`config.mk`:
```
export PLATFORM = sky130hd
export DESIGN_NAME = mem_channel_arbiter_flat
export DESIGN_NICKNAME = d
export VERILOG_FILES = /design/src/rtl/mem_channel_arbiter_if.sv /design/src/rtl/mem_channel_arbiter.sv /design/src/flat_wrapper.sv
export SDC_FILE = /design/constraint.sdc
export NUM_CORES = 1
export LEC_CHECK = 0
export ABC_AREA = 1
export BUFFER_PORTS_ARGS = -buffer_cell sky130_fd_sc_hd__buf_2
export CORE_MARGIN = 2
export CORE_UTILIZATION = 43
export DETAILED_ROUTE_END_ITERATION = 12
export GPL_ROUTABILITY_DRIVEN = 0
export HOLD_SLACK_MARGIN = 0.06
export PLACE_DENSITY_LB_ADDON = 0.08
export SYNTH_ARGS = -nofsm -noshare
export SYNTH_HDL_FRONTEND = slang
export SYNTH_SLANG_ARGS = --single-unit
```
`constraint.sdc`:
```
create_clock -name clk -period 2.2 [get_ports clk]
set_input_delay 0.11 -clock clk [delete_from_list [all_inputs] [get_ports clk]]
set_output_delay 0.11 -clock clk [all_outputs]
set_load 0.05 [all_outputs]
```
`src/rtl/mem_channel_arbiter_if.sv`:
```
// -----------------------------------------------------------------------------
// mem_channel_arbiter_if
//
// Bundles every handshake/bus signal around the memory channel arbiter: the
// NUM_CONSUMERS flattened request ports on the upstream side and the single
// consumer channel of the memory controller on the downstream side.
//
// Signal summary (consumer i occupies slice [i*W +: W] of flattened buses):
//   consumer_read_valid    [NUM_CONSUMERS]            consumer -> arbiter
//   consumer_read_address  [NUM_CONSUMERS*ADDR_BITS]  consumer -> arbiter
//   consumer_read_ready    [NUM_CONSUMERS]            arbiter  -> consumer
//   consumer_read_data     [NUM_CONSUMERS*DATA_BITS]  arbiter  -> consumer
//   consumer_write_valid   [NUM_CONSUMERS]            consumer -> arbiter
//   consumer_write_address [NUM_CONSUMERS*ADDR_BITS]  consumer -> arbiter
//   consumer_write_data    [NUM_CONSUMERS*DATA_BITS]  consumer -> arbiter
//   consumer_write_ready   [NUM_CONSUMERS]            arbiter  -> consumer
//   ctrl_read_valid / ctrl_read_address               arbiter  -> controller
//   ctrl_read_ready / ctrl_read_data                  controller -> arbiter
//   ctrl_write_valid / ctrl_write_address / ctrl_write_data
//                                                     arbiter  -> controller
//   ctrl_write_ready                                  controller -> arbiter
//
// Modports:
//   master : the arbiter itself (masters the controller channel and answers
//            the consumers).
//   slave  : the surrounding agents (consumers plus memory controller).
// -----------------------------------------------------------------------------
interface mem_channel_arbiter_if #(
  parameter int NUM_CONSUMERS = 4,
  parameter int ADDR_BITS     = 8,
  parameter int DATA_BITS     = 16
);

  logic [NUM_CONSUMERS-1:0]           consumer_read_valid;
  logic [NUM_CONSUMERS*ADDR_BITS-1:0] consumer_read_address;
  logic [NUM_CONSUMERS-1:0]           consumer_read_ready;
  logic [NUM_CONSUMERS*DATA_BITS-1:0] consumer_read_data;
  logic [NUM_CONSUMERS-1:0]           consumer_write_valid;
  logic [NUM_CONSUMERS*ADDR_BITS-1:0] consumer_write_address;
  logic [NUM_CONSUMERS*DATA_BITS-1:0] consumer_write_data;
  logic [NUM_CONSUMERS-1:0]           consumer_write_ready;

  logic                               ctrl_read_valid;
  logic [ADDR_BITS-1:0]               ctrl_read_address;
  logic                               ctrl_read_ready;
  logic [DATA_BITS-1:0]               ctrl_read_data;
  logic                               ctrl_write_valid;
  logic [ADDR_BITS-1:0]               ctrl_write_address;
  logic [DATA_BITS-1:0]               ctrl_write_data;
  logic                               ctrl_write_ready;

  modport master (
    input  consumer_read_valid, consumer_read_address,
    input  consumer_write_valid, consumer_write_address, consumer_write_data,
    output consumer_read_ready, consumer_read_data, consumer_write_ready,
    output ctrl_read_valid, ctrl_read_address,
    output ctrl_write_valid, ctrl_write_address, ctrl_write_data,
    input  ctrl_read_ready, ctrl_read_data, ctrl_write_ready
  );

  modport slave (
    output consumer_read_valid, consumer_read_address,
    output consumer_write_valid, consumer_write_address, consumer_write_data,
    input  consumer_read_ready, consumer_read_data, consumer_write_ready,
    input  ctrl_read_valid, ctrl_read_address,
    input  ctrl_write_valid, ctrl_write_address, ctrl_write_data,
    output ctrl_read_ready, ctrl_read_data, ctrl_write_ready
  );

endinterface : mem_channel_arbiter_if

```
`src/rtl/mem_channel_arbiter.sv`:
```
// -----------------------------------------------------------------------------
// mem_channel_arbiter
//
// Round-robin arbiter merging NUM_CONSUMERS read/write request ports onto the
// single consumer channel of the memory controller. One transaction (read or
// write) is outstanding at a time. A consumer requesting both a read and a
// write is served the read first; the write stays pending for a later grant.
//
// Flow: IDLE picks the first requester at or above rr_ptr (with wrap) and
// launches the request downstream; WAIT holds it until the controller answers
// and forwards the answer to the granted consumer; RELAY holds the consumer
// ready until both the consumer valid and the controller ready have dropped,
// then advances rr_ptr past the granted index.
//
// Ports:
//   clk   : clock, all logic on the rising edge
//   reset : synchronous, active-high reset
//   bus   : mem_channel_arbiter_if.master (consumer ports + controller port)
//
// Every output is a register; no combinational path runs input to output.
// -----------------------------------------------------------------------------
module mem_channel_arbiter #(
  parameter int NUM_CONSUMERS = 4,
  parameter int ADDR_BITS     = 8,
  parameter int DATA_BITS     = 16
) (
  input  logic                  clk,
  input  logic                  reset,
  mem_channel_arbiter_if.master bus
);

  localparam int PTR_W = (NUM_CONSUMERS > 1) ? $clog2(NUM_CONSUMERS) : 1;
  localparam int SUM_W = PTR_W + 1;
  localparam logic [PTR_W-1:0] LAST_IDX = PTR_W'(NUM_CONSUMERS - 1);

  typedef enum logic [1:0] {
    ST_IDLE  = 2'd0,
    ST_WAIT  = 2'd1,
    ST_RELAY = 2'd2
  } state_t;

  state_t                             state_q, state_d;
  logic [PTR_W-1:0]                   rr_ptr_q, rr_ptr_d;
  logic [PTR_W-1:0]                   grant_q, grant_d;
  logic                               op_write_q, op_write_d;

  logic                               ctrl_read_valid_q, ctrl_read_valid_d;
  logic [ADDR_BITS-1:0]               ctrl_read_address_q, ctrl_read_address_d;
  logic                               ctrl_write_valid_q, ctrl_write_valid_d;
  logic [ADDR_BITS-1:0]               ctrl_write_address_q, ctrl_write_address_d;
  logic [DATA_BITS-1:0]               ctrl_write_data_q, ctrl_write_data_d;

  logic [NUM_CONSUMERS-1:0]           cons_read_ready_q, cons_read_ready_d;
  logic [NUM_CONSUMERS-1:0]           cons_write_ready_q, cons_write_ready_d;
  logic [NUM_CONSUMERS*DATA_BITS-1:0] cons_read_data_q, cons_read_data_d;

  // ---------------------------------------------------------------------------
  // Round-robin search: first requesting index at or above rr_ptr, wrapping.
  // ---------------------------------------------------------------------------
  logic [NUM_CONSUMERS-1:0] requesting;
  logic                     pick_found;
  logic [PTR_W-1:0]         pick_idx;
  logic [SUM_W-1:0]         rr_sum;

  assign requesting = bus.consumer_read_valid | bus.consumer_write_valid;

  // NOTE: every variable assigned in an always_comb gets a default at the top;
  // a path that skips an assignment would otherwise infer a latch.
  always_comb begin
    pick_found = 1'b0;
    pick_idx   = '0;
    rr_sum     = '0;
    for (int i = 0; i < NUM_CONSUMERS; i++) begin
      rr_sum = {1'b0, rr_ptr_q} + SUM_W'(i);
      if (rr_sum >= SUM_W'(NUM_CONSUMERS)) begin
        rr_sum = rr_sum - SUM_W'(NUM_CONSUMERS);
      end
      if (!pick_found && requesting[rr_sum[PTR_W-1:0]]) begin
        pick_found = 1'b1;
        pick_idx   = rr_sum[PTR_W-1:0];
      end
    end
  end

  // Handshake state of the granted transaction, selected by the latched op.
  logic grant_valid;
  logic ctrl_ready_op;

  assign grant_valid   = op_write_q ? bus.consumer_write_valid[grant_q]
                                    : bus.consumer_read_valid[grant_q];
  assign ctrl_ready_op = op_write_q ? bus.ctrl_write_ready : bus.ctrl_read_ready;

  // ---------------------------------------------------------------------------
  // Next-state and output logic
  // ---------------------------------------------------------------------------
  always_comb begin
    state_d              = state_q;
    rr_ptr_d             = rr_ptr_q;
    grant_d              = grant_q;
    op_write_d           = op_write_q;
    ctrl_read_valid_d    = ctrl_read_valid_q;
    ctrl_read_address_d  = ctrl_read_address_q;
    ctrl_write_valid_d   = ctrl_write_valid_q;
    ctrl_write_address_d = ctrl_write_address_q;
    ctrl_write_data_d    = ctrl_write_data_q;
    cons_read_ready_d    = cons_read_ready_q;
    cons_write_ready_d   = cons_write_ready_q;
    cons_read_data_d     = cons_read_data_q;

    case (state_q)
      ST_IDLE: begin
        if (pick_found) begin
          grant_d = pick_idx;
          state_d = ST_WAIT;
          // Read has priority when a consumer raises both valids.
          if (bus.consumer_read_valid[pick_idx]) begin
            op_write_d          = 1'b0;
            ctrl_read_valid_d   = 1'b1;
            ctrl_read_address_d =
              bus.consumer_read_address[int'(pick_idx)*ADDR_BITS +: ADDR_BITS];
          end else begin
            op_write_d           = 1'b1;
            ctrl_write_valid_d   = 1'b1;
            ctrl_write_address_d =
              bus.consumer_write_address[int'(pick_idx)*ADDR_BITS +: ADDR_BITS];
            ctrl_write_data_d    =
              bus.consumer_write_data[int'(pick_idx)*DATA_BITS +: DATA_BITS];
          end
        end
      end

      ST_WAIT: begin
        if (!op_write_q && bus.ctrl_read_ready) begin
          ctrl_read_valid_d          = 1'b0;
          cons_read_ready_d[grant_q] = 1'b1;
          cons_read_data_d[int'(grant_q)*DATA_BITS +: DATA_BITS] = bus.ctrl_read_data;
          state_d                    = ST_RELAY;
        end else if (op_write_q && bus.ctrl_write_ready) begin
          ctrl_write_valid_d          = 1'b0;
          cons_write_ready_d[grant_q] = 1'b1;
          state_d                     = ST_RELAY;
        end
      end

      ST_RELAY: begin
        // Both sides must have closed their handshakes before the next grant;
        // a consumer that dropped valid early just sees a one-cycle ready.
        if (!grant_valid && !ctrl_ready_op) begin
          cons_read_ready_d  = '0;
          cons_write_ready_d = '0;
          rr_ptr_d           = (grant_q == LAST_IDX) ? '0 : grant_q + PTR_W'(1);
          state_d            = ST_IDLE;
        end
      end

      default: begin
        state_d            = ST_IDLE;
        ctrl_read_valid_d  = 1'b0;
        ctrl_write_valid_d = 1'b0;
        cons_read_ready_d  = '0;
        cons_write_ready_d = '0;
      end
    endcase
  end

  // ---------------------------------------------------------------------------
  // State registers
  // ---------------------------------------------------------------------------
  // NOTE: sequential state is updated with non-blocking assignments so every
  // register samples its _d value from before the edge, regardless of order.
  always_ff @(posedge clk) begin
    if (reset) begin
      state_q              <= ST_IDLE;
      rr_ptr_q             <= '0;
      grant_q              <= '0;
      op_write_q           <= 1'b0;
      ctrl_read_valid_q    <= 1'b0;
      ctrl_read_address_q  <= '0;
      ctrl_write_valid_q   <= 1'b0;
      ctrl_write_address_q <= '0;
      ctrl_write_data_q    <= '0;
      cons_read_ready_q    <= '0;
      cons_write_ready_q   <= '0;
      // NOTE: the per-consumer read-data slices are storage, but they drive
      // outputs whose post-reset value is visible, so they are reset too.
      cons_read_data_q     <= '0;
    end else begin
      state_q              <= state_d;
      rr_ptr_q             <= rr_ptr_d;
      grant_q              <= grant_d;
      op_write_q           <= op_write_d;
      ctrl_read_valid_q    <= ctrl_read_valid_d;
      ctrl_read_address_q  <= ctrl_read_address_d;
      ctrl_write_valid_q   <= ctrl_write_valid_d;
      ctrl_write_address_q <= ctrl_write_address_d;
      ctrl_write_data_q    <= ctrl_write_data_d;
      cons_read_ready_q    <= cons_read_ready_d;
      cons_write_ready_q   <= cons_write_ready_d;
      cons_read_data_q     <= cons_read_data_d;
    end
  end

  // ---------------------------------------------------------------------------
  // Outputs (registered)
  // ---------------------------------------------------------------------------
  assign bus.ctrl_read_valid      = ctrl_read_valid_q;
  assign bus.ctrl_read_address    = ctrl_read_address_q;
  assign bus.ctrl_write_valid     = ctrl_write_valid_q;
  assign bus.ctrl_write_address   = ctrl_write_address_q;
  assign bus.ctrl_write_data      = ctrl_write_data_q;
  assign bus.consumer_read_ready  = cons_read_ready_q;
  assign bus.consumer_write_ready = cons_write_ready_q;
  assign bus.consumer_read_data   = cons_read_data_q;

endmodule : mem_channel_arbiter

```
`src/flat_wrapper.sv`:
```
// flat-port wrapper written by rule: the top's interface ports become plain ports
module mem_channel_arbiter_flat 
#(
  parameter int NUM_CONSUMERS = 4,
  parameter int ADDR_BITS     = 8,
  parameter int DATA_BITS     = 16
)
  (clk, reset, bus_consumer_read_valid, bus_consumer_read_address, bus_consumer_write_valid, bus_consumer_write_address, bus_consumer_write_data, bus_consumer_read_ready, bus_consumer_read_data, bus_consumer_write_ready, bus_ctrl_read_valid, bus_ctrl_read_address, bus_ctrl_write_valid, bus_ctrl_write_address, bus_ctrl_write_data, bus_ctrl_read_ready, bus_ctrl_read_data, bus_ctrl_write_ready);
  mem_channel_arbiter_if #(.NUM_CONSUMERS(NUM_CONSUMERS), .ADDR_BITS(ADDR_BITS), .DATA_BITS(DATA_BITS)) bus_i ();
  input  logic clk;
  input  logic reset;
  input wire logic [$bits(bus_i.consumer_read_valid)-1:0] bus_consumer_read_valid;
  input wire logic [$bits(bus_i.consumer_read_address)-1:0] bus_consumer_read_address;
  input wire logic [$bits(bus_i.consumer_write_valid)-1:0] bus_consumer_write_valid;
  input wire logic [$bits(bus_i.consumer_write_address)-1:0] bus_consumer_write_address;
  input wire logic [$bits(bus_i.consumer_write_data)-1:0] bus_consumer_write_data;
  output wire logic [$bits(bus_i.consumer_read_ready)-1:0] bus_consumer_read_ready;
  output wire logic [$bits(bus_i.consumer_read_data)-1:0] bus_consumer_read_data;
  output wire logic [$bits(bus_i.consumer_write_ready)-1:0] bus_consumer_write_ready;
  output wire logic [$bits(bus_i.ctrl_read_valid)-1:0] bus_ctrl_read_valid;
  output wire logic [$bits(bus_i.ctrl_read_address)-1:0] bus_ctrl_read_address;
  output wire logic [$bits(bus_i.ctrl_write_valid)-1:0] bus_ctrl_write_valid;
  output wire logic [$bits(bus_i.ctrl_write_address)-1:0] bus_ctrl_write_address;
  output wire logic [$bits(bus_i.ctrl_write_data)-1:0] bus_ctrl_write_data;
  input wire logic [$bits(bus_i.ctrl_read_ready)-1:0] bus_ctrl_read_ready;
  input wire logic [$bits(bus_i.ctrl_read_data)-1:0] bus_ctrl_read_data;
  input wire logic [$bits(bus_i.ctrl_write_ready)-1:0] bus_ctrl_write_ready;
  assign bus_i.consumer_read_valid = bus_consumer_read_valid;
  assign bus_i.consumer_read_address = bus_consumer_read_address;
  assign bus_i.consumer_write_valid = bus_consumer_write_valid;
  assign bus_i.consumer_write_address = bus_consumer_write_address;
  assign bus_i.consumer_write_data = bus_consumer_write_data;
  assign bus_consumer_read_ready = bus_i.consumer_read_ready;
  assign bus_consumer_read_data = bus_i.consumer_read_data;
  assign bus_consumer_write_ready = bus_i.consumer_write_ready;
  assign bus_ctrl_read_valid = bus_i.ctrl_read_valid;
  assign bus_ctrl_read_address = bus_i.ctrl_read_address;
  assign bus_ctrl_write_valid = bus_i.ctrl_write_valid;
  assign bus_ctrl_write_address = bus_i.ctrl_write_address;
  assign bus_ctrl_write_data = bus_i.ctrl_write_data;
  assign bus_i.ctrl_read_ready = bus_ctrl_read_ready;
  assign bus_i.ctrl_read_data = bus_ctrl_read_data;
  assign bus_i.ctrl_write_ready = bus_ctrl_write_ready;
  mem_channel_arbiter #(.NUM_CONSUMERS(NUM_CONSUMERS), .ADDR_BITS(ADDR_BITS), .DATA_BITS(DATA_BITS)) u_core (.clk(clk), .reset(reset), .bus(bus_i));
endmodule
```
==> reports/metrics.yaml <==
setup_violations: 30
clock_power_share_pct: 30.3
first_pass_iters: 5
ff2ff_path_depth: 13
pwr-share-comb_pct: 42.5
synth_area_leaders: "dfxtp_1 36%, nand2_1 18%, o211ai_1 7.9%"
grt_pass1_wl_um: 31900
dp_hpwl_um: 14000
yosys.cell_types.count: 28
setup_tns_ps: -855
ys_ff_latch: 113
yosys.area.top_type: "dfxtp_1"
slew_headroom_pct: 54.7
synth.most_common_cell: "nand2_1"
fp-row-count: 44
slowest_stage: "dfxtp_4"
synth_flop_cell: "dfxtp_1"
critPathMaxStageDelay_ps: 390
switchingPower_mw: 3.60
violations: "negative setup slack"
dpl_cell_area_um2: 7780
cap_violations: 0
ys_async_sr_fraction_pct: 0
skew_ps: 10.1
vdd.ir_drop.worst_uv: 571
synth_area_um2: 6240
finalPower_mw: 8.93
rsz0062_at_grt: "true"
fillerInstances: 1346
synthTopCellsByCount: "291 x nand2_1, 131 x inv_1, 113 x dfxtp_1, 88 x nor2_1, 81 x a21oi_1"
track_usage_pct: 25.2
cts_tree: "built"
start_kind: "register"
wl_per_cell_um: 14.6
crit_top_cell: "nand3_4"
syn_area_per_cell_um2: 6.43
cts_max_path_buffers: 2
area_growth_pct: 50.1
core_um2: 14400
tightest_slew_ps: 679
arrival_ps: 2580
crit_cells: 13
via_per_inst: 4.89
antenna_found_initial: 0
cts-buffers-inserted: 17
hold_viol_final: 0
min_path_cells: 5
required_ps: 2520
power.internal_mw: 5.33
drive_above_1_share_pct: 31.5
crit_fanout: 8
cts-root-buf: "clkbuf_16"
antenna_cells: 0
yosysWarnings: 0
reg2reg_from: "u_core.rr_ptr_q[0]$_SDFFE_PP0P_"
path_cells: "inv_8, nand2_2, nand3_1, nand2_1, inv_2, nand3_4, nand2_8, nand3_1, nand3_4, nand3_4, clkbuf_16, nor2_2, nor2_1"
clock-sinks: 113
routed_wl_um: 21500
path_clk_slew_ps: 60
finish.utilization_pct: 65.2
slew_violations: 0
io_buffers: 261
die_h_um: 124
drt-initial-drc-count: 457
power.leakage_nw: 4.77
sw_frac_of_total_pct: 40.3
min_period_over_period_pct: 103
final_nets: 1439
fmax_mhz: 441
cp-startpoint: "u_core.rr_ptr_q[0]$_SDFFE_PP0P_"
synth_nets: 1134
grt_pass1_vias: 6581
critical-path-top-delay-family: "simple AND/OR/NAND/NOR gates"
drc: 0
hp-start: "bus_consumer_read_address[10]"
initial_core_util_pct: 43.4
ant_nets: 0
run_status: "finished, violations left"
num_vias: 7194
die_w_um: 124
netlist_instances: 970
synth_edf_count: 0
crit_buf_inv: 3
hp-class: "primary input to register"
period_minus_slack_ps: 2270
ctsHtreeMaxLevel: 4
criticalPathCategory: "register to register"
final_cells: 1471
ys_seq_area_share_pct: 36.3
final_area_um2: 9370
seqPwrFrac_pct: 27.2
gr-total-overflow: 0
grt_max_degree: 67
layout_setup_ws_ps: -66.0
worst_setup_path_end_kind: "register"
yosys.area.top_type_share_pct: 36.3
p_per_area_nw_per_um2: 953
dp_cells: 1380
clk_latency_ps: 420
die-area_um2: 15500
io_pins: 262
-- worst register-to-register path, delay by kind of cell (launching register included) --
| family | cells | cell delay, ps |
|---|---|---|
| simple gates | 10 | 1290 |
| flops | 1 | 390 |
| buf+inv | 3 | 470 |
-- flip-flops by register name (all words and copies together) (netlist names) --
register,count
u_core.grant_q,2
u_core.bus.ctrl_read_address,8
u_core.bus.ctrl_read_valid,1
u_core.bus.ctrl_write_data,16
u_core.bus.ctrl_write_valid,1
u_core.bus.consumer_read_data,64
u_core.op_write_q,1
u_core.bus.consumer_write_ready,4
u_core.bus.consumer_read_ready,4
u_core.state_q,2
u_core.bus.ctrl_write_address,8
u_core.rr_ptr_q,2
-- logic make-up (layout without fill, tap and decap cells) --
group	count (synthesis)	count (layout)	synth area share, %
flip-flops	113	113	36.3
AND/OR/NAND/NOR	493	494	33.9
buffers and inverters	196	512	12.7
adder cells (fa/ha/maj)	8	8	1.60
AO/OA/AOI/OAI	160	160	15.5
-- layer usage --
metal  vias to the layer above  share of wire, %  global-route usage (%)
met1                      3174                41                    29.6
li1                       3726                 -                       -
met3                        40               6.0                    6.62
met5                         -                 0                       0
met4                         0               2.5                    8.79
met2                       254                50                    44.4
-- layout make-up --
type                            instances  area, um2  share of cell area (%)
Clock buffer                           21        470                    5.02
Sequential cell                       113       2270                    24.2
Inverter                              134        520                    5.56
Clock inverter                         10        110                    1.18
Timing Repair Buffer                  347       2300                    24.6
Multi-Input combinational cell        662       3460                    37.0
Tap cell                              184        230                    2.46
-- final timing paths --
check / end / slack (ps)
worst max-delay path: u_core.bus.ctrl_write_data[6]$_SDFFE_PP0P_ / -70
worst min-delay path: u_core.bus.ctrl_read_address[2]$_SDFFE_PP0P_ / 60
worst max register to register: u_core.bus.ctrl_write_data[6]$_SDFFE_PP0P_ / -70
worst min register to register: u_core.bus.consumer_read_ready[2]$_SDFFE_PP0P_ / 440
-- power by group through the flow --
| stage | registers, mW | clock network, mW | logic (mW) |
|---|---|---|---|
| floorplan | 3.17 | 0 | 1.59 |
| global placement | 2.47 | 0 | 3.17 |
| detailed placement | 2.47 | 0 | 3.19 |
| CTS | 2.43 | 2.75 | 3.25 |
| global route | 2.46 | 2.85 | 4.12 |
| finish | 2.43 | 2.71 | 3.79 |
-- cells in the final DEF (no fill, tap or decap), types with 6 or more instances in the layout --
master / Yosys / routed
nand2_1: 291 / 270
buf_2: 15 / 261
inv_1: 131 / 130
dfxtp_1: 113 / 111
a21oi_1: 81 / 80
nor2_1: 88 / 78
o211ai_1: 66 / 66
or3_1: 46 / 46
dlygate4sd3_1: 0 / 34
buf_4: 1 / 31
nand3_1: 38 / 28
clkbuf_16: 0 / 24
nand4_1: 16 / 16
nand2_2: 3 / 15
o21ai_0: 11 / 11
nor2_2: 0 / 10
nand3_2: 4 / 8
nand2_4: 1 / 8
buf_12: 0 / 8
ha_1: 8 / 7
nand3_4: 0 / 6
-- stage by stage --
step                hold slack, ps  worst slack, ps
finish                        62.5            -66.0
global route                  83.7             -206
CTS                           60.0             54.5
detailed placement             428            -29.0
global placement               423             44.8
floorplan                      277              223
-- repair_timing --
item                       in CTS  in global routing
setup buffers                   0                 15
resized for setup               1                 79
setup endpoints to repair      24                 45
hold endpoints to repair       40                  0
gates cloned                    0                 11
pin swaps                       0                 21
hold buffers                   34                  0
(Power assumes the default switching activity.)
